<file path="config.mk">
export PLATFORM = sky130hd
export DESIGN_NAME = video_sprite_bounce
export DESIGN_NICKNAME = d
export VERILOG_FILES = /design/src/rtl/video_sprite_bounce.sv
export SDC_FILE = /design/constraint.sdc
export NUM_CORES = 1
export LEC_CHECK = 0
export CAP_MARGIN = 20
export CORE_MARGIN = 3
export CORE_UTILIZATION = 47
export DETAILED_ROUTE_END_ITERATION = 8
export PLACE_DENSITY = 0.71
export SKIP_CTS_REPAIR_TIMING = 1
export SLEW_MARGIN = 25
export SYNTH_ARGS = -nofsm -noshare
export SYNTH_HDL_FRONTEND = slang
export SYNTH_SLANG_ARGS = --single-unit
export TNS_END_PERCENT = 100
</file>
<file path="constraint.sdc">
create_clock -name pixel_clk -period 5.8 [get_ports pixel_clk]
set_input_delay 0.87 -clock pixel_clk [delete_from_list [all_inputs] [get_ports pixel_clk]]
set_output_delay 0.87 -clock pixel_clk [all_outputs]
set_load 0.01 [all_outputs]
</file>
<file path="src/rtl/video_sprite_bounce.sv">
// video_sprite_bounce
//   Pixel generator for the HDMI path. It draws a blue border and a white
//   background, and shows a ROM-backed RGB565 sprite that bounces inside the
//   border. The sprite moves by STEP pixels once every MOVE_DIV frames. The
//   pause input freezes the motion. When KEY_EN is set, ROM words equal to
//   KEY_565 are transparent and show the background.
//   The output latency is ROM_LAT+2 cycles from pixel_xpos/ypos to pixel_data.
// Ports
//   pixel_clk, sys_rst_n     : pixel clock; asynchronous active-low reset
//   pixel_xpos, pixel_ypos   : current raster position from the timing generator
//   pause                    : 1 freezes motion and the frame divider
//   rom_addr / rom_rd_data   : registered sprite ROM address; the RGB565 word
//                              returns ROM_LAT cycles later
//   pixel_data               : RGB888 pixel to the TMDS encoder
//   block_x, block_y         : current sprite origin
//   hit_h, hit_v             : one-cycle pulse on a horizontal / vertical bounce
module video_sprite_bounce #(
  parameter int          H_DISP   = 1280,
  parameter int          V_DISP   = 720,
  parameter int          SIDE_W   = 40,
  parameter int          SPR_W    = 100,
  parameter int          SPR_H    = 100,
  parameter int          STEP     = 1,
  parameter int          MOVE_DIV = 1,
  parameter int          ROM_LAT  = 1,
  parameter int          ADDR_W   = 14,
  parameter bit          KEY_EN   = 1'b1,
  parameter logic [15:0] KEY_565  = 16'h0000
) (
  input  logic              pixel_clk,
  input  logic              sys_rst_n,
  input  logic [10:0]       pixel_xpos,
  input  logic [10:0]       pixel_ypos,
  input  logic              pause,
  output logic [ADDR_W-1:0] rom_addr,
  input  logic [15:0]       rom_rd_data,
  output logic [23:0]       pixel_data,
  output logic [10:0]       block_x,
  output logic [10:0]       block_y,
  output logic              hit_h,
  output logic              hit_v
);

  localparam logic [11:0] SIDE_12  = 12'(SIDE_W);
  localparam logic [11:0] STEP_12  = 12'(STEP);
  localparam logic [11:0] X_MAX    = 12'(H_DISP - SIDE_W - SPR_W);
  localparam logic [11:0] Y_MAX    = 12'(V_DISP - SIDE_W - SPR_H);
  localparam logic [11:0] RIGHT_B  = 12'(H_DISP - SIDE_W);
  localparam logic [11:0] BOTTOM_B = 12'(V_DISP - SIDE_W);
  localparam logic [11:0] SPR_W12  = 12'(SPR_W);
  localparam logic [11:0] SPR_H12  = 12'(SPR_H);
  localparam logic [15:0] DIV_LAST = 16'(MOVE_DIV - 1);
  localparam int          PROD_W   = ADDR_W + 11;

  // One axis of the bounce. Returns {hit, moving_negative, new_position}.
  function automatic logic [12:0] axis_step(input logic [10:0] pos,
                                            input logic        go_neg,
                                            input logic [11:0] hi);
    logic [11:0] pos12;
    pos12 = {1'b0, pos};
    if (!go_neg) begin
      if (pos12 + STEP_12 >= hi) axis_step = {1'b1, 1'b1, hi[10:0]};
      else                       axis_step = {1'b0, 1'b0, pos + STEP_12[10:0]};
    end else begin
      if (pos12 <= SIDE_12 + STEP_12) axis_step = {1'b1, 1'b0, SIDE_12[10:0]};
      else                            axis_step = {1'b0, 1'b1, pos - STEP_12[10:0]};
    end
  endfunction

  function automatic logic [23:0] rgb565_to_888(input logic [15:0] w);
    return {w[15:11], w[15:13], w[10:5], w[10:9], w[4:0], w[4:2]};
  endfunction

  logic [10:0]        block_x_q, block_x_d, block_y_q, block_y_d;
  logic               h_left_q, h_left_d, v_up_q, v_up_d;
  logic [15:0]        frame_cnt_q, frame_cnt_d;
  logic               origin_q, origin_d;
  logic               hit_h_q, hit_h_d, hit_v_q, hit_v_d;
  logic [ADDR_W-1:0]  rom_addr_q, rom_addr_d;
  logic               border_p1_q, border_p1_d, spr_p1_q, spr_p1_d;
  logic [ROM_LAT-1:0] border_dly_q, border_dly_d, spr_dly_q, spr_dly_d;
  logic [23:0]        pixel_data_q, pixel_data_d;

  logic        at_origin, frame_tick, move_evt;
  logic [12:0] x_step, y_step;
  logic [11:0] x12, y12, bx12, by12;
  logic [10:0] dx, dy;
  logic        in_border, in_sprite;

  // Motion: the position only changes on a frame tick, so a frame never tears.
  always_comb begin
    at_origin   = (pixel_xpos == 11'd0) && (pixel_ypos == 11'd0);
    frame_tick  = at_origin && !origin_q;
    move_evt    = frame_tick && !pause && (frame_cnt_q == DIV_LAST);
    origin_d    = at_origin;
    frame_cnt_d = frame_cnt_q;
    if (frame_tick && !pause)
      frame_cnt_d = (frame_cnt_q == DIV_LAST) ? 16'd0 : frame_cnt_q + 16'd1;
    x_step    = axis_step(block_x_q, h_left_q, X_MAX);
    y_step    = axis_step(block_y_q, v_up_q, Y_MAX);
    block_x_d = block_x_q;
    block_y_d = block_y_q;
    h_left_d  = h_left_q;
    v_up_d    = v_up_q;
    hit_h_d   = 1'b0;
    hit_v_d   = 1'b0;
    if (move_evt) begin
      {hit_h_d, h_left_d, block_x_d} = x_step;
      {hit_v_d, v_up_d, block_y_d}   = y_step;
    end
  end

  // Stage p0 -> p1: region decode and the ROM address.
  always_comb begin
    x12  = {1'b0, pixel_xpos};
    y12  = {1'b0, pixel_ypos};
    bx12 = {1'b0, block_x_q};
    by12 = {1'b0, block_y_q};
    dx   = pixel_xpos - block_x_q;
    dy   = pixel_ypos - block_y_q;
    in_border = (x12 < SIDE_12) || (x12 >= RIGHT_B) ||
                (y12 < SIDE_12) || (y12 >= BOTTOM_B);
    in_sprite = (x12 >= bx12) && (x12 < bx12 + SPR_W12) &&
                (y12 >= by12) && (y12 < by12 + SPR_H12);
    rom_addr_d  = in_sprite ?
                  ADDR_W'(PROD_W'(dy) * PROD_W'(SPR_W) + PROD_W'(dx)) : '0;
    border_p1_d = in_border;
    spr_p1_d    = in_sprite;
    // Stage p1 -> p1+ROM_LAT: the flags wait for the ROM word. The oldest flag is in the MSB.
    border_dly_d = ROM_LAT'({border_dly_q, border_p1_q});
    spr_dly_d    = ROM_LAT'({spr_dly_q, spr_p1_q});
    // Output stage: the border wins, then an opaque sprite word, then the background.
    if (border_dly_q[ROM_LAT-1])
      pixel_data_d = 24'h0000FF;
    else if (spr_dly_q[ROM_LAT-1] && !(KEY_EN && (rom_rd_data == KEY_565)))
      pixel_data_d = rgb565_to_888(rom_rd_data);
    else
      pixel_data_d = 24'hFFFFFF;
  end

  always_ff @(posedge pixel_clk or negedge sys_rst_n) begin
    if (!sys_rst_n) begin
      block_x_q    <= SIDE_12[10:0];
      block_y_q    <= SIDE_12[10:0];
      h_left_q     <= 1'b0;
      v_up_q       <= 1'b0;
      frame_cnt_q  <= 16'd0;
      origin_q     <= 1'b0;
      hit_h_q      <= 1'b0;
      hit_v_q      <= 1'b0;
      rom_addr_q   <= '0;
      border_p1_q  <= 1'b0;
      spr_p1_q     <= 1'b0;
      border_dly_q <= '0;
      spr_dly_q    <= '0;
      pixel_data_q <= 24'd0;
    end else begin
      block_x_q    <= block_x_d;
      block_y_q    <= block_y_d;
      h_left_q     <= h_left_d;
      v_up_q       <= v_up_d;
      frame_cnt_q  <= frame_cnt_d;
      origin_q     <= origin_d;
      hit_h_q      <= hit_h_d;
      hit_v_q      <= hit_v_d;
      rom_addr_q   <= rom_addr_d;
      border_p1_q  <= border_p1_d;
      spr_p1_q     <= spr_p1_d;
      border_dly_q <= border_dly_d;
      spr_dly_q    <= spr_dly_d;
      pixel_data_q <= pixel_data_d;
    end
  end

  assign rom_addr   = rom_addr_q;
  assign pixel_data = pixel_data_q;
  assign block_x    = block_x_q;
  assign block_y    = block_y_q;
  assign hit_h      = hit_h_q;
  assign hit_v      = hit_v_q;

endmodule

</file>
---- Yosys cells after proc, flatten, opt, wreduce, memory -nomap -nowiden ----
Cells that the tools add are included.
storage, ports and cells
  flip-flop bits (word level) ............. 85
  output and inout port bits .............. 62
operators by class
  add/subtract/negate cells ............... 12
  $mul .................................... 1
  order comparisons ....................... 12
  muxes and demuxes ....................... 12
  reductions and logical operators ........ 18
operators by type and width
  kind                                                                                    number
  13-bit two-way mux                                                                      6
  24-bit two-way mux                                                                      2
  16-bit logical NOT                                                                      2
  11-bit by 1-bit adder with 12-bit output (second input constant)                        2
  11-bit by 7-bit adder with 12-bit output (second input constant)                        2
  11-bit by 12-bit < comparator with 1-bit output                                         2
  11-bit by 1-bit adder with 11-bit output (second input constant)                        2
  11-bit greater-or-equal comparator                                                      2
  11-bit by 6-bit <= comparator with 1-bit output (second input constant)                 2
  11-bit logical NOT                                                                      2
  11-bit by 6-bit < comparator with 1-bit output (second input constant)                  2
  11-bit by 1-bit subtractor with 11-bit output (second input constant)                   2
  11-bit subtractor                                                                       2
  16-bit by 1-bit adder with 16-bit output (second input constant)                        1
  16-bit two-way mux                                                                      1
  14-bit by 11-bit adder with 14-bit output                                               1
  14-bit two-way mux                                                                      1
  12-bit by 10-bit greater-or-equal comparator with 1-bit output (second input constant)  1
  12-bit by 11-bit greater-or-equal comparator with 1-bit output (second input constant)  1
  11-bit by 5-bit multiplier with 12-bit output (second input constant)                   1
  11-bit by 10-bit greater-or-equal comparator with 1-bit output (second input constant)  1
  11-bit greater-or-equal comparator (second input constant)                              1
  1-bit logical AND                                                                       8
  1-bit logical NOT                                                                       3
  other kinds (2)                                                                         5

---- Longest topological paths before layout ----
Gate-level depths: netlist (run 1).
  word-level depth ........................ 6
  mapped depth ............................ 23
  depth with buffers taken out ............ 23

---- Worst setup path after synthesis (run 1) ----
Ideal clock, no wire load.
  path type ............................... input port to flip-flop
  start point ............................. input pixel_ypos[0]
  end point ............................... register rom_addr_q[13] (netlist: rom_addr[13])
  library setup time ...................... 126 ps
  arrival ................................. 4929 ps
  data required time ...................... 5674 ps
  path slack .............................. 745 ps
  stages on the path ...................... 22
  path through ............................ inv_1 ha_1 inv_1 fa_1 a21o_1 a21oi_1 xnor2_1 ha_1 ha_1 inv_1 fa_1 inv_1 ha_1 o21ai_0 a21boi_0 nor2_1 ha_1 nand2_1 o21ai_0 nand3_1 xnor3_1 nor2_1
between the ends
  cells in the longest elaborated chain, start to end .. 4
RTL lines
  what                                                                                       RTL line  RTL
  start: declaration                                                                         33        input logic [10:0] pixel_ypos,
  11-bit subtractor / 11-bit greater-or-equal comparator (equally long branches)             120, 124
  11-bit by 5-bit multiplier with 12-bit output / 1-bit logical AND (equally long branches)  126, 123
  14-bit by 11-bit adder with 14-bit output / 1-bit logical AND (equally long branches)      126, 124
  14-bit two-way mux (*)                                                                     125       rom_addr_d = in_sprite ?
  net rom_addr_d[13]                                                                         79        logic [ADDR_W-1:0] rom_addr_q, rom_addr_d;
  end signal: assignment                                                                     166       rom_addr_q <= rom_addr_d;
  end: declaration                                                                           79
Mark *: on every way through the listed nets, which the timed path passes. The rest lies on a longest branch.
A chain may end at the register's enable or synchronous reset.

---- Worst setup path after layout (run 1) ----
Ends and elaborated chain as after synthesis.

==> results.ini, run 1 <==
[floorplanning]
die-area_mm2 = 0.01618
fp.dieH_um = 127.2
std_cell_rows = 43
start_util = 0.4881
die_w_um = 127.2
core_mm2 = 0.01415
ios = 103

[clock_network]
worstSkewPairLatency_ns = 0.35
cts_made_buffers = 9
cts.sinks = 77
cts_tree = done
clockRootBuffer = clkbuf_16
clock_path_buffers = 2
clk_pin_slew_ns = 0.06
htreeDepth = 3

[placement]
place_ws_ns = -0.05095
dp.cells = 1061
globalplace.congestion = 0.9261
place_hpwl_mm = 12.92
io_buffers = 102

[worst_setup_path]
slowest_delay_ns = 0.67
path_class = input port to flop
cp-start-kind = input port
path_cells = clkdlybuf4s50_1, inv_1, ha_1, inv_1, fa_1, a21o_1, a21oi_1, buf_4, o21bai_1, a21oi_1, xnor2_2, ha_1, ha_1, inv_1, fa_1, inv_1, ha_1, or4b_2, nand3_1, nand3_1, xnor3_1, nor2_1
critPathCaptureType = flop
cp.required_ns = 6.00
critPathSlowestCell = or4b_2
arrival_ns = 5.64
worstPathMaxFanout = 4

[yosys]
synth_ff_type = dfrtp_1
syn_nets = 946
synth_cell_type_count = 77
ys_seq_elements = 77
syn_inst = 810
synth_edf_count = 0
synth_seq_area_share = 0.2797
synth_area_mm2 = 0.006907
avgSynthCellArea_um2 = 8.527
synth_warnings = 0
async_reset_ff_frac = 1.000

[hold_path]
hold_path.class = input port to asynchronous set/reset pin

[sta]
finalSetupViolCount = 0
fmax_mhz = 183.9
tightest_slew_ns = 0.9393
fin_setup_tns_ns = 0
layout_setup_ws_ns = 0.3613
maxSlewViolCount = 0
finClkSkew_ns = 0.004997
slew_headroom = 0.3721
fin_crit_sh = 0.9377
hold_viol_final = 0
fin_crit_ns = 5.439
rsz0062_at_grt = no

[cells_and_area]
drive_above_1_share = 0.05240
final_cells = 1077
fin_util = 0.5862
n_antenna_cell = 0
syn2layout_area_growth_pct = 20.09
nNetsFinal = 1028

[grt]
antenna_found_initial = 0
grt_pass1_wl_mm = 27.57
grt_max_degree = 77
grt_use_total = 0.2081
grt_pass1_vias = 5590
grt_overflow = 0

[pwr]
swShare = 0.3205
p_int_mw = 1.258
ir_drop_mv = 0.1568
total_power_mw = 1.852
powerDensity_mw_per_mm2 = 223.3
p_sw_mw = 0.5935
pwr-share-clk = 0.313
p_leak_nw = 3.502
power_frac_comb = 0.386
p_seq_frac = 0.301

[run_status]
outcome = completed

[route]
viasPerCell = 5.727
firstDrtPassIters = 5
finalWirelength_mm = 16.74
wl_per_cell_um = 15.54
routed-via-count = 6168
ant_nets = 0
drc = 0
drt_iter0_drc = 438

[flow_run]
cap_violations = 0

-- critical path: cells and delay by family --
kind	cells	cell delay [ns]
compound gates	4	0.66
xor+xnor	2	0.42
fa+ha+maj	6	1.90
buf+inv	6	0.85
simple gates	4	0.94
-- stage by stage --
| stage | cell area (µm²) | hold WS (ns) |
|---|---|---|
| finish | 8294 | 0.2967 |
| global route | 8294 | 0.2880 |
| CTS | 8279 | 0.2825 |
| detailed placement | 7978 | 0.3371 |
| global placement | 7978 | 0.3346 |
| floorplan | 6907 | 0.3312 |
-- final timing paths --
kind                                from            end  slack, ns  cells past startpoint
max in group asynchronous      sys_rst_n     block_x[4]       4.67                      2
min in group pixel_clk         spr_dly_d      spr_dly_q       0.35                      0
setup / recovery           pixel_ypos[0]   rom_addr[13]       0.36                     22
setup reg to reg              block_y[1]   rom_addr[13]       0.86                     18
hold / removal                 sys_rst_n  pixel_data[3]       0.30                      1
hold reg to reg                spr_dly_d      spr_dly_q       0.35                      0
-- flip-flops by register name, indices dropped and copies added (netlist names) --
name          flops
frame_cnt_q      16
pixel_data       16
rom_addr         14
block_x          11
block_y          11
border_dly_d      1
border_dly_q      1
h_left_q          1
hit_h             1
hit_v             1
origin_q          1
spr_dly_d         1
spr_dly_q         1
v_up_q            1
-- power by group through the flow --
| stage | Sequential [mW] | Clock, mW | Combinational [mW] |
|---|---|---|---|
| after detailed placement | 0.568 | 0 | 0.704 |
| after floorplan | 0.574 | 0 | 0.536 |
| after global routing | 0.560 | 0.614 | 0.813 |
| final | 0.558 | 0.579 | 0.715 |
| after CTS | 0.558 | 0.590 | 0.713 |
| after global placement | 0.568 | 0 | 0.702 |
-- layout by cell type, fill, tap and decap left out, drive strengths merged, types with 14 or more instances in the layout --
cell type and n:
nand4 19, inv 64, a21oi 48, nor3 22, clkdlybuf4s50 101, nor4 16, nand2 62, xnor2 49
xor2 14, nor2 72, dfrtp 73, ha 86, nand3 24, o21ai 63
-- metal layers --
metal / vias up / GRT usage / routed length [µm]
met3: 24 / 0.03763 / 1058
met4: 0 / 0.06562 / 288
met5: - / 0 / 0
li1: 3046 / - / -
met2: 213 / 0.3020 / 7101
met1: 2885 / 0.3134 / 8293
-- Yosys cell counts (all sizes together), types with 4 or more instances --
cell / instances / area share
ha: 86 / 0.16
a21oi: 48 / 0.035
nor3: 22 / 0.016
o21a: 12 / 0.013
nor2b: 7 / 0.0063
nand3: 24 / 0.020
nand4: 19 / 0.017
fa: 9 / 0.026
nor4: 16 / 0.014
o22ai: 7 / 0.0083
mux2i: 4 / 0.0058
o21ai: 63 / 0.046
a21o: 8 / 0.0087
buf: 20 / 0.022
and3: 8 / 0.0074
a21boi: 5 / 0.0054
xor2: 14 / 0.018
o211ai: 7 / 0.0076
o41ai: 4 / 0.0062
nand2: 62 / 0.034
xnor2: 49 / 0.062
a31oi: 12 / 0.011
nand2b: 4 / 0.0036
dfrtp: 73 / 0.26
o31ai: 5 / 0.0054
nor2: 72 / 0.039
and2: 5 / 0.0045
or3: 9 / 0.0082
dfstp: 4 / 0.015
inv: 63 / 0.034
clkbuf: 18 / 0.011
o221ai: 4 / 0.0051
-- cells by family after synthesis --
kind of cell               count (synthesis)  synth area share
xor gates and xnor gates                  64           0.08315
DFF                                       77            0.2797
and+or+nand+nor                          262            0.1871
adders and majority gates                 95            0.1819
AOI/OAI and AO/OA                        205            0.1940
muxes                                      4          0.005797
buffers and inverters                    103           0.06830
-- area by class of cell --
type	count	area, µm²
clock buffer	11	242.7
clock inverter	5	58.81
fill	1308	5856
inverter	65	244.0
multi-input combinational	630	4517
sequential	77	1932
tap	180	225.2
timing repair buffer	109	1075
Power figures use the tool's default switching activity.
==> run 2: changes to the inputs <==
--- a/config.mk
+++ b/config.mk
@@ -8,6 +8,7 @@
 export CAP_MARGIN = 20
 export CORE_MARGIN = 3
 export CORE_UTILIZATION = 47
+export CTS_BUF_LIST = sky130_fd_sc_hd__clkbuf_4 sky130_fd_sc_hd__clkbuf_8
 export DETAILED_ROUTE_END_ITERATION = 8
 export PLACE_DENSITY = 0.71
 export SKIP_CTS_REPAIR_TIMING = 1
==> constraint.sdc (replaced) <==
create_clock -name pixel_clk -period 5.8 [get_ports pixel_clk]
set_input_delay 0.87 -clock pixel_clk [delete_from_list [all_inputs] [get_ports pixel_clk]]
set_output_delay 0.87 -clock pixel_clk [all_outputs]
set_load 0.1 [all_outputs]
==> run 2 against run 1 <==
- cell count unchanged
- global-route usage barely moved
- via count shrank 0.57%
- critical endpoint unchanged
- final area shrank 1.3%
- clock skew up 0.0066 ns
- first-iteration DRC count fell by 5.7%
- count of clock-buffer cells in the layout did not move
- largest cell class unchanged
- critical path type unchanged
- core utilization shrank 0.77 points
- wire length fell by 0.18%
- sequential cell count unchanged
==> results.ini, run 2 (synthesized netlist as in run 1, its figures left out) <==
[grt]
grt_pass1_wl_mm = 27.47  ; -0.35%
grt_max_degree = 77  ; unchanged
grt_use_total = 0.2079  ; about the same
grt_overflow = 0  ; unchanged
antenna_found_initial = 0  ; unchanged
grt_pass1_vias = 5578  ; -0.21%

[route]
ant_nets = 0  ; unchanged
drc = 0  ; unchanged
wl_per_cell_um = 15.52  ; -0.18%
m1WireLength_mm = 8.339  ; +0.55%
viasPerCell = 5.695  ; -0.57%
firstDrtPassIters = 5  ; unchanged
wl_met3_mm = 1.000  ; -5.5%
top_layer_used = met4
routed-via-count = 6133  ; -0.57%
route.met2.wl_mm = 7.102  ; about the same
finalWirelength_mm = 16.71  ; -0.18%
drt_iter0_drc = 413  ; -5.7%

[cells_and_area]
syn2layout_area_growth_pct = 18.51
drive_above_1_share = 0.05128  ; -0.001115
n_antenna_cell = 0  ; unchanged
final_cells = 1077  ; unchanged
final_cell_area_mm2 = 0.008185  ; -1.3%
layout_common_cells = 101 x clkdlybuf4s50_1, 86 x ha_1, 73 x dfrtp_1
fillerInstances = 1319  ; +0.84%
layout_commonest_cell = clkdlybuf4s50_1
nNetsFinal = 1028  ; unchanged

[worst_setup_path]
critPathSlowestCell = or4b_2
r2r_start = block_y[1]
path_class = input port to flop
cp.required_ns = 6.03  ; +0.03 ns
rr_worst_depth = 19  ; +1
cp-start-kind = input port
regToRegEndpoint = rom_addr[13]
r2r_setup_slack_ns = 0.82  ; -0.04 ns
path_cells = clkdlybuf4s50_1, inv_1, ha_1, inv_1, fa_1, a21o_1, a21oi_1, buf_4, o21bai_1, a21oi_1, xnor2_1, ha_1, ha_1, inv_1, fa_1, inv_1, ha_1, or4b_2, nand3_1, nand3_1, xnor3_1, nor2_1
cp-startpoint = pixel_ypos[0]
arrival_ns = 5.67  ; +0.03 ns
slowest_delay_ns = 0.68  ; about the same
endpoint = rom_addr[13]
critPathCaptureType = flop
worstPathMaxFanout = 4  ; unchanged

[placement]
place_area_mm2 = 0.007978  ; unchanged
globalplace.congestion = 0.9261  ; unchanged
io_buffers = 102  ; unchanged
dp.cells = 1061  ; unchanged
place_hpwl_mm = 12.92  ; unchanged

[sta]
finalSetupViolCount = 0  ; unchanged
finClkSkew_ns = 0.01162  ; +0.006627 ns
slew_headroom = 0.3287  ; -0.04335
fin_crit_ns = 5.440  ; +0.001411 ns
fmax_mhz = 183.8  ; about the same
maxSlewViolCount = 0  ; unchanged
hold_viol_final = 0  ; unchanged
tightest_slew_ns = 1.004  ; +0.06451 ns
rsz0062_at_grt = no
fin_crit_sh = 0.9379  ; about the same
finalHoldWorstSlack_ns = 0.2614  ; -0.03529 ns

[pwr]
p_leak_nw = 3.454  ; -1.4%
ir_drop_mv = 0.1528  ; -2.5%
powerDensity_mw_per_mm2 = 221.0  ; -1.0%

[run_status]
outcome = completed

[clock_network]
cts_tree = done
clock_path_buffers = 2  ; unchanged
cts.sinks = 77  ; unchanged
worstSkewPairLatency_ns = 0.38  ; +0.03 ns
clk_pin_slew_ns = 0.08  ; +0.02 ns
cts_made_buffers = 9  ; unchanged
clockRootBuffer = clkbuf_8
htreeDepth = 3  ; unchanged

[hold_path]
hold_path.class = input port to asynchronous set/reset pin

[floorplanning]
core_mm2 = 0.01415  ; unchanged
die-area_mm2 = 0.01618  ; unchanged
std_cell_rows = 43  ; unchanged
start_util = 0.4881  ; unchanged
fp.dieH_um = 127.2  ; unchanged
ios = 103  ; unchanged
die_w_um = 127.2  ; unchanged

[flow_run]
cap_violations = 0  ; unchanged

[run 2: cell counts in the layout (fill, tap and decap cells not counted)]
Identical to the previous run, type by type.
[run 2: worst min-delay path by stage]
stage	from	end	slack, ns
after floorplan	border_dly_d	border_dly_q	0.33
after global placement	border_dly_d	border_dly_q	0.33
after detailed placement	spr_dly_d	spr_dly_q	0.34
after CTS	sys_rst_n	pixel_data[3]	0.24
after global routing	sys_rst_n	pixel_data[3]	0.25
final	sys_rst_n	pixel_data[3]	0.26
[run 2: final cells by class]
cell class              instances  area (µm²)  share of cell area
clock buffers                  11       145.1             0.01773
clock inverters                 5       58.81            0.007184
inverters                      65       244.0             0.02981
multi-input cells             630        4506              0.5504
flip-flops and latches         77        1932              0.2360
well taps                     180       225.2             0.02751
repair buffers                109        1075              0.1313
[run 2: power by group]
group / internal, mW / switching (mW)
Clock: 0.216 / 0.216
Sequential: 0.551 / 0.00596
Combinational: 0.357 / 0.462
Total: 1.12 / 0.684
[run 2: critical path: cells and delay by family]
kind | cells | cell delay [ns]
AND/OR/NAND/NOR | 4 | 0.95
buffers and inverters | 6 | 0.85
adder cells (fa/ha/maj) | 6 | 1.93
AO/OA/AOI/OAI | 4 | 0.60
XOR/XNOR | 2 | 0.48
[run 2: metrics by stage]
stage | utilization | setup TNS [ns] | power, mW | worst slack, ns
6_report | 0.5785 | 0 | 1.809 | 0.3599
5_1_grt | 0.5785 | 0 | 1.943 | 0.0003348
4_1_cts | 0.5782 | 0 | 1.823 | 0.3334
3_5_place_dp | 0.5638 | -0.05095 | 1.383 | -0.05095
3_3_place_gp | 0.5638 | 0 | 1.382 | 0.06046
2_1_floorplan | - | 0 | 1.220 | 0.4326
[run 2: metal layers]
layer	global-route usage	vias to the layer above
li1	-	3047
met1	0.3139	2879
met2	0.3029	179
met3	0.02926	28
met4	0.07382	0
met5	0	-
==> run 3: changes to the inputs <==
--- a/config.mk
+++ b/config.mk
@@ -6,7 +6,7 @@
 export NUM_CORES = 1
 export LEC_CHECK = 0
 export CAP_MARGIN = 20
-export CORE_MARGIN = 3
+export CORE_MARGIN = 2
 export CORE_UTILIZATION = 47
 export CTS_BUF_LIST = sky130_fd_sc_hd__clkbuf_4 sky130_fd_sc_hd__clkbuf_8
 export DETAILED_ROUTE_END_ITERATION = 8
==> run 3 against run 2 <==
- via count about the same
- total power grew 0.61%
- sequential share of layout area about the same
- global-route usage increased by 0.98 points
- critical endpoint unchanged
- largest power group unchanged
==> results.ini, run 3 (synthesized netlist as in run 1, its figures left out) <==
[clock_network]
cts_made_buffers = 9  ; unchanged
cts.sinks = 77  ; unchanged
clock_path_buffers = 2  ; unchanged
cts_tree = done
clk_pin_slew_ns = 0.08  ; about the same
htreeDepth = 3  ; unchanged
worstSkewPairLatency_ns = 0.39  ; about the same
clockRootBuffer = clkbuf_8

[floorplanning]
start_util = 0.4788  ; -0.009273
die_w_um = 125.2  ; -1.6%
std_cell_rows = 44  ; +2.3%
core_mm2 = 0.01442  ; +1.9%
die-area_mm2 = 0.01568  ; -3.1%
fp.dieH_um = 125.2  ; -1.6%
ios = 103  ; unchanged

[grt]
grt_use_total = 0.2177  ; +0.009798
grt_overflow = 0  ; unchanged
grt_max_degree = 78  ; +1.3%
grt_pass1_wl_mm = 27.94  ; +1.7%
grt_pass1_vias = 5584  ; +0.11%
antenna_found_initial = 0  ; unchanged

[run_status]
outcome = completed

[hold_path]
min_to = spr_dly_q
hold_path.class = flop to flop
worstHoldPathCells = 0
min-delay-start = spr_dly_d

[cells_and_area]
fin_util = 0.5678  ; -0.01064
nNetsFinal = 1027  ; -0.097%
syn2layout_area_growth_pct = 18.59  ; about the same
layout_common_cells = 101 x clkdlybuf4s50_1, 86 x ha_1, 73 x dfrtp_1
n_antenna_cell = 0  ; unchanged
drive_above_1_share = 0.05134  ; +0.00005723
final_cell_area_mm2 = 0.008190  ; about the same
layout_commonest_cell = clkdlybuf4s50_1

[pwr]
total_power_mw = 1.820  ; +0.61%
powerDensity_mw_per_mm2 = 222.2  ; +0.55%
ir_drop_mv = 0.1797  ; +18%
p_leak_nw = 3.454  ; about the same

[worst_setup_path]
r2r_setup_slack_ns = 0.83  ; about the same
r2r_start = block_y[3]
critPathSlowestCell = or4b_2
slowest_delay_ns = 0.68  ; about the same
regToRegEndpoint = rom_addr[13]
arrival_ns = 5.66  ; about the same
cp.required_ns = 6.04  ; about the same
cp-start-kind = input port
path_class = input port to flop
worstPathMaxFanout = 4  ; unchanged
rr_worst_depth = 18  ; -1
path_cells = clkdlybuf4s50_1, inv_1, ha_1, inv_1, fa_1, a21o_1, a21oi_1, buf_4, o21bai_1, a21oi_1, xnor2_2, ha_1, ha_1, inv_1, fa_1, inv_1, ha_1, or4b_2, nand3_1, nand3_1, xnor3_1, nor2_1
critPathCaptureType = flop

[sta]
fmax_mhz = 184.5  ; +0.37%
finClkSkew_ns = 0.01879  ; +0.007163 ns
slew_headroom = 0.3236  ; -0.005159
finalSetupViolCount = 0  ; unchanged
tightest_slew_ns = 1.012  ; +0.007714 ns
fin_crit_sh = 0.9344  ; -0.003504
rsz0062_at_grt = no
hold_viol_final = 0  ; unchanged
fin_crit_ns = 5.420  ; -0.02033 ns
maxSlewViolCount = 0  ; unchanged

[placement]
place_area_mm2 = 0.007975  ; about the same
io_buffers = 102  ; unchanged
globalplace.congestion = 0.8765  ; -5.4%
place_hpwl_mm = 12.85  ; -0.53%

[route]
drc = 0  ; unchanged
ant_nets = 0  ; unchanged
drt_iter0_drc = 606  ; +47%
routed-via-count = 6130  ; -0.049%
finalWirelength_mm = 16.66  ; -0.33%
firstDrtPassIters = 5  ; unchanged
viasPerCell = 5.676  ; -0.33%
wl_per_cell_um = 15.42  ; -0.61%

[flow_run]
cap_violations = 0  ; unchanged

run 3: cell types whose count changed in the layout (fill, tap and decap cells not counted):
cell     previous run  this run
buf_4               7         6
xnor2_1            49        48
xnor2_2             0         1
run 3: how the worst max path moves through the flow:
| stage | depth (start not counted) | to | from | slack [ns] |
|---|---|---|---|---|
| after global placement | 22 | rom_addr[13] | pixel_ypos[0] | 0.07 |
| after CTS | 22 | rom_addr[13] | pixel_ypos[0] | 0.34 |
| final | 22 | rom_addr[13] | pixel_ypos[0] | 0.38 |
| after global routing | 22 | rom_addr[13] | pixel_ypos[0] | 0.05 |
| after detailed placement | 22 | rom_addr[13] | pixel_ypos[0] | -0.03 |
| after floorplan | 18 | rom_addr[13] | block_y[2] | 0.43 |
run 3: power breakdown:
group | internal (mW) | switching [mW] | leakage, nW
clock network | 0.216 | 0.217 | 0.0994
registers | 0.551 | 0.00600 | 0.991
logic | 0.359 | 0.471 | 2.36
total | 1.13 | 0.693 | 3.45
run 3: through the flow:
stage / setup slack, ns / cells / setup TNS, ns / hold slack (ns)
4_1_cts: 0.3408 / 1080 / 0 / 0.3551
3_5_place_dp: -0.02651 / 1064 / -0.02651 / 0.3365
5_1_grt: 0.04897 / 1080 / 0 / 0.3625
6_report: 0.3802 / 1080 / 0 / 0.3522
2_1_floorplan: 0.4326 / 810 / 0 / 0.3312
3_3_place_gp: 0.07313 / 1064 / 0 / 0.3325
run 3: worst max-delay path: cells and delay by family:
kind,cells,cell delay (ns)
AO/OA/AOI/OAI,4,0.68
XOR/XNOR,2,0.43
adder cells (fa/ha/maj),6,1.87
buffers and inverters,6,0.84
AND/OR/NAND/NOR,4,0.95
run 3: layout make-up:
cell class	instances	area, µm²
Clock inverter	5	58.81
Inverter	65	244.0
Tap cell	184	230.2
Multi-Input combinational cell	630	4513
Fill cell	1371	6233
Clock buffer	11	145.1
Sequential cell	77	1932
Timing Repair Buffer	108	1067
run 3: routing by layer:
layer | routed length, µm | global-route usage
met5 | 0 | 0
met3 | 922 | 0.03766
met1 | 8184 | 0.3182
met2 | 7332 | 0.3376
met4 | 215 | 0.05163
==> RTL change 1 (flow settings as in run 2) <==
Take the reset off `pixel_data_q` and load it in a clocked block of its own.
--- a/src/rtl/video_sprite_bounce.sv
+++ b/src/rtl/video_sprite_bounce.sv
@@ -153,7 +153,6 @@
       spr_p1_q     <= 1'b0;
       border_dly_q <= '0;
       spr_dly_q    <= '0;
-      pixel_data_q <= 24'd0;
     end else begin
       block_x_q    <= block_x_d;
       block_y_q    <= block_y_d;
@@ -168,8 +167,11 @@
       spr_p1_q     <= spr_p1_d;
       border_dly_q <= border_dly_d;
       spr_dly_q    <= spr_dly_d;
-      pixel_data_q <= pixel_data_d;
     end
+  end
+
+  always_ff @(posedge pixel_clk) begin
+    pixel_data_q <= pixel_data_d;
   end
 
   assign rom_addr   = rom_addr_q;
Behaviour: not the same (a bounded check fails within 4 cycles, from zero or initial values and one cycle with sys_rst_n low).
==> RTL change 1 against run 2 <==
Routed wire length up 5.6%; design area is 3.2% higher; total power is 7.3% higher; worst setup slack got worse by 0.11 ns; synthesized cell count rose by 3.2%; highest routed layer unchanged; sequential cell count did not move; area after synthesis is 1.2% higher; global-route usage is 0.84 points higher; fmax decreased by 2.0%.
==> RTL change 1: results (changes against run 2) <==
qor: power_and_ir_drop.power_leakage 3.59 nW [+4.0%]
qor: power_and_ir_drop.vdd.ir_drop.worst 194 uV [+27%]
qor: yosys.synth.yosys.seq_area_share 26.5% [-1.5 points]
qor: global_route.grt.met1_usage 30.4% [-0.98 points]
qor: setup_path.critical_path_at 5.83 ns [+0.16 ns]
qor: route.vias 6331 [+3.2%]
qor: yosys.postSynthNetCount 972 [+2.7%]
qor: route.initialDrtViolationCount 356 [-14%]
qor: finish.layout.filler_cells 1282 [-2.8%]
qor: sta.relSlewSlack 33.1% [+0.19 points]
qor: yosys.synth-async-reset-ratio 79.2% [-21 points]
qor: route.routed_wl 17600 um [+5.6%]
qor: cts.worst_skew_pair.late_latency 0.36 ns [-0.02 ns]
qor: global_route.grt_pass1_wl 29100 um [+6.0%]
qor: global_route.grtUsageMet3 3.50% [+0.57 points]
qor: global_route.grt.met2_usage 34.9% [+4.6 points]
qor: placement.globalplace.congestion 0.896 [-3.3%]
qor: route.avgRoutedWirePerCell 15.8 um [+1.6%]
qor: route.routed-wl-met2 8130 um [+14%]
qor: min_path.holdCritPathClass flop to flop
qor: global_route.grt_max_degree 62 [-19%]
qor: yosys.netlist_top_cells_area sky130_fd_sc_hd__dfrtp_1, sky130_fd_sc_hd__ha_1, sky130_fd_sc_hd__xnor2_1
qor: route.wl_met1 8140 um [-2.4%]
qor: run_status.status finished, final reports clean
qor: placement.dpl.cell_count 1102 [+3.9%]
qor: global_route.first_global_vias 5998 [+7.5%]
qor: yosys.syn_area_per_cell 8.36 um2 [-2.0%]
qor: setup_path.critical-path-max-stage-delay 0.48 ns [-0.20 ns]
qor: placement.place_hpwl 13700 um [+6.3%]
qor: yosys.netlist-cell-type-count 78 [+1.3%]
qor: sta.finClkSkew 0.0144 ns [+0.00281 ns]
qor: yosys.synth_common_cells sky130_fd_sc_hd__ha_1, sky130_fd_sc_hd__nor2_1, sky130_fd_sc_hd__inv_1
qor: route.met3_length 1070 um [+7.1%]
qor: setup_path.critical_path.slowest_cell sky130_fd_sc_hd__clkdlybuf4s50_1
RTL change 1: cell families after synthesis:
family	synth area share [%]
muxes	0.322
and+or+nand+nor	20.7
DFF	26.5
AOI/OAI and AO/OA	19.5
adders and majority gates	18.0
xor gates and xnor gates	8.41
buffers and inverters	6.57
RTL change 1: path summary, 6_finish.rpt:
check / startpoint / to / slack [ns] / cells past startpoint
setup / recovery: pixel_ypos[1] / rom_addr[13] / 0.25 / 21
hold / removal: border_dly_d / border_dly_q / 0.35 / 0
setup reg to reg: block_y[3] / rom_addr[13] / 0.64 / 22
hold reg to reg: border_dly_d / border_dly_q / 0.35 / 0
max in group asynchronous: sys_rst_n / origin_q / 4.64 / 2
min in group asynchronous: sys_rst_n / frame_cnt_q[3] / 0.66 / 2
RTL change 1: layout make-up:
class / instances / area [um2] / share of cell area, %
clock buffer: 12 / 159 / 1.88
multi-input combinational: 652 / 4700 / 55.7
sequential: 77 / 1850 / 21.9
tap: 180 / 225 / 2.67
timing repair buffer: 128 / 1210 / 14.3
inverter: 66 / 248 / 2.93
clock inverter: 4 / 47.5 / 0.563
RTL change 1: report_power, final:
group	total [mW]	internal, mW	switching, mW	leakage (nW)
logic	0.967	0.459	0.508	2.56
registers	0.549	0.544	0.00479	0.925
clock network	0.425	0.226	0.199	0.106
RTL change 1: worst reg2reg max path: stages (launching register included):
cell	delay, ns
sky130_fd_sc_hd__dfstp_2	0.66
sky130_fd_sc_hd__inv_1	0.12
sky130_fd_sc_hd__ha_1	0.40
sky130_fd_sc_hd__o21ai_0	0.11
sky130_fd_sc_hd__a31o_2	0.23
sky130_fd_sc_hd__nor2b_1	0.15
sky130_fd_sc_hd__xnor2_1	0.14
sky130_fd_sc_hd__ha_1	0.31
sky130_fd_sc_hd__ha_1	0.27
sky130_fd_sc_hd__inv_1	0.05
sky130_fd_sc_hd__fa_1	0.53
sky130_fd_sc_hd__inv_1	0.04
sky130_fd_sc_hd__ha_1	0.28
sky130_fd_sc_hd__inv_2	0.05
sky130_fd_sc_hd__a21o_1	0.16
sky130_fd_sc_hd__and2_1	0.14
sky130_fd_sc_hd__ha_1	0.29
sky130_fd_sc_hd__a21o_1	0.21
sky130_fd_sc_hd__buf_4	0.14
sky130_fd_sc_hd__a41oi_1	0.26
sky130_fd_sc_hd__nor3b_1	0.11
sky130_fd_sc_hd__xnor3_1	0.34
sky130_fd_sc_hd__nor2_1	0.10
RTL change 1: stage by stage:
step,TNS (ns),utilization (%),worst slack (ns),area [um2]
after global routing,-0.00379,59.5,-0.00379,8440
after floorplan,0,-,0.00823,6990
after CTS,0,59.2,0.169,8410
after detailed placement,-0.328,57.8,-0.204,8210
after global placement,-0.120,57.8,-0.105,8210
final,0,59.5,0.249,8440
==> RTL change 2 (config.mk and constraints of run 2) <==
Without the edit above. Set the parameter `ADDR_W` to 13 (it was 14).
--- a/src/rtl/video_sprite_bounce.sv
+++ b/src/rtl/video_sprite_bounce.sv
@@ -23,7 +23,7 @@
   parameter int          STEP     = 1,
   parameter int          MOVE_DIV = 1,
   parameter int          ROM_LAT  = 1,
-  parameter int          ADDR_W   = 14,
+  parameter int          ADDR_W   = 13,
   parameter bit          KEY_EN   = 1'b1,
   parameter logic [15:0] KEY_565  = 16'h0000
 ) (
Interface: changed (resized rom_addr); port bits go from 103 to 102. The function was not compared with the original's and may differ.
==> RTL change 2 against run 2 <==
Routed wire length is 2.0% higher; critical endpoint is now rom_addr[12]; design area fell by 1.4%; worst hold slack gained 0.074 ns; worst setup slack got worse by 0.063 ns; area after synthesis is 2.2% lower; die area is 2.0% lower; total power up 0.27%; sequential cell count decreased by 1.
==> RTL change 2: results (changes against run 2) <==
qor: run_status.status finished, final reports clean
qor: yosys.synth.yosys.seq_area_share 28.2% [+0.25 points]
qor: yosys.netlist-cell-type-count 66 [-14%]
qor: setup_path.cell_family_contributing_the_most_delay_on_the_critical_path adder cells
qor: placement.io_buffer_count 101 [-0.98%]
qor: min_path.hold_path_startpoint spr_dly_d
qor: setup_path.worst-path-max-fanout 4 [unchanged]
qor: setup_path.r2r_end rom_addr[12]
qor: yosys.netlist_top_cells_area sky130_fd_sc_hd__dfrtp_1, sky130_fd_sc_hd__ha_1, sky130_fd_sc_hd__xnor2_1
qor: global_route.first_global_vias 5800 [+4.0%]
qor: cts.clockBufferDepth 2 [unchanged]
qor: global_route.grt_pass1_wl 28600 um [+4.0%]
qor: route.drt-pass1-iter-count 6 [+1]
qor: setup_path.depth_of_the_worst_register_to_register_path 21 [+2]
qor: route.initialDrtViolationCount 449 [+8.7%]
qor: finish.number_of_nets_in_the_layout 1018 [-0.97%]
qor: min_path.holdCritPathClass flop to flop
qor: yosys.synth_edf_count 0 [unchanged]
qor: placement.place_hpwl 12900 um [about the same]
qor: route.vias 6159 [+0.42%]
qor: cts.tritoncts.num_buffers 9 [unchanged]
qor: global_route.grt_max_degree 77 [unchanged]
qor: finish.final_cell_count_no_fill 1071 [-0.56%]
qor: setup_path.critical_path_at 5.75 ns [+0.08 ns]
qor: power_and_ir_drop.vdd.ir_drop.worst 200 uV [+31%]
qor: yosys.yosysWarningCount 0 [unchanged]
qor: cts.ctsHtreeMaxLevel 3 [unchanged]
qor: global_route.global_router_s_overall_resource_usage 21.7% [+0.90 points]
qor: min_path.hold_crit_depth 0
qor: setup_path.critical_path.slowest_cell sky130_fd_sc_hd__fa_1
qor: finish.layout.filler_cells 1335 [+1.2%]
qor: route.avgRoutedWirePerCell 15.9 um [+2.6%]
qor: yosys.postSynthNetCount 934 [-1.3%]
qor: power_and_ir_drop.clock_group 401 uW [-7.2%]
qor: setup_path.timing.reg2reg.setup_slack 0.61 ns [-0.21 ns]
qor: yosys.synth_common_cells sky130_fd_sc_hd__ha_1, sky130_fd_sc_hd__nor2_1, sky130_fd_sc_hd__dfrtp_1
qor: finish.antenna-diode-count 0 [unchanged]
qor: yosys.synth_cells 802 [-0.99%]
qor: sta.fin_hold_ws 0.336 ns [+0.0745 ns]
qor: cts.cts_root_buffer sky130_fd_sc_hd__clkbuf_8
qor: yosys.synth_flop_cell sky130_fd_sc_hd__dfrtp_1
qor: power_and_ir_drop.seq_power 551 uW [-1%]
qor: sta.finClkSkew 0.0136 ns [+0.00200 ns]
qor: placement.globalplace.congestion 0.930 [+0.41%]
qor: setup_path.critical-path-max-stage-delay 0.52 ns [-0.16 ns]
qor: setup_path.worstReg2RegStart block_y[2]
qor: finish.layout-drive-gt1-share 4.94% [-0.19 points]
qor: power_and_ir_drop.sw_frac_of_total 39.9% [+2.1 points]
qor: sta.relSlewSlack 32.4% [-0.51 points]
qor: cts.cts.reportedPaths.clkPinSlew 0.10 ns [+0.02 ns]
qor: yosys.synth-async-reset-ratio 100% [unchanged]
qor: power_and_ir_drop.power_leakage 3.46 nW [+0.20%]
## RTL change 2: metrics by stage
step	cell area, um2	total power [mW]	setup slack [ns]	setup TNS [ns]
5_1_grt	8070	1.95	0.00280	0
2_1_floorplan	6760	1.20	0.295	0
3_3_place_gp	7870	1.41	-0.0238	-0.0238
6_report	8070	1.81	0.297	0
3_5_place_dp	7870	1.42	-0.148	-0.148
4_1_cts	8060	1.83	0.262	0
## RTL change 2: cells by family (layout without fill, tap and decap cells)
kind of cell | count (synthesis) | in the layout | share of synthesized area (%)
flip-flops | 76 | 76 | 28.2
AO/OA/AOI/OAI | 199 | 199 | 18.7
XOR/XNOR | 70 | 70 | 9.28
adder cells (fa/ha/maj) | 91 | 91 | 17.7
buffers and inverters | 103 | 192 | 6.59
AND/OR/NAND/NOR | 263 | 263 | 19.4
## RTL change 2: how the worst max path moves through the flow
stage,end,startpoint,depth (start not counted)
finish,rom_addr[12],pixel_ypos[0],23
global placement,rom_addr[12],pixel_ypos[0],23
global route,rom_addr[12],pixel_ypos[0],23
CTS,rom_addr[12],pixel_ypos[0],23
detailed placement,rom_addr[12],pixel_ypos[0],23
floorplan,rom_addr[12],block_y[0],20
## RTL change 2: metal layers
metal / wire (um) / GRT usage, % / vias to the layer above
met1: 8000 / 30.6 / 2906
met5: 0 / 0 / -
li1: - / - / 3030
met4: 361 / 7.51 / 0
met3: 947 / 3.10 / 24
met2: 7730 / 34.2 / 199
## RTL change 2: layout make-up
type / count / area, um2 / share of cell area, %
multi-input combinational: 623 / 4410 / 54.6
tap: 180 / 225 / 2.79
clock inverter: 7 / 65.1 / 0.806
clock buffer: 9 / 124 / 1.54
timing repair buffer: 113 / 1100 / 13.7
sequential: 76 / 1910 / 23.6
inverter: 63 / 236 / 2.93
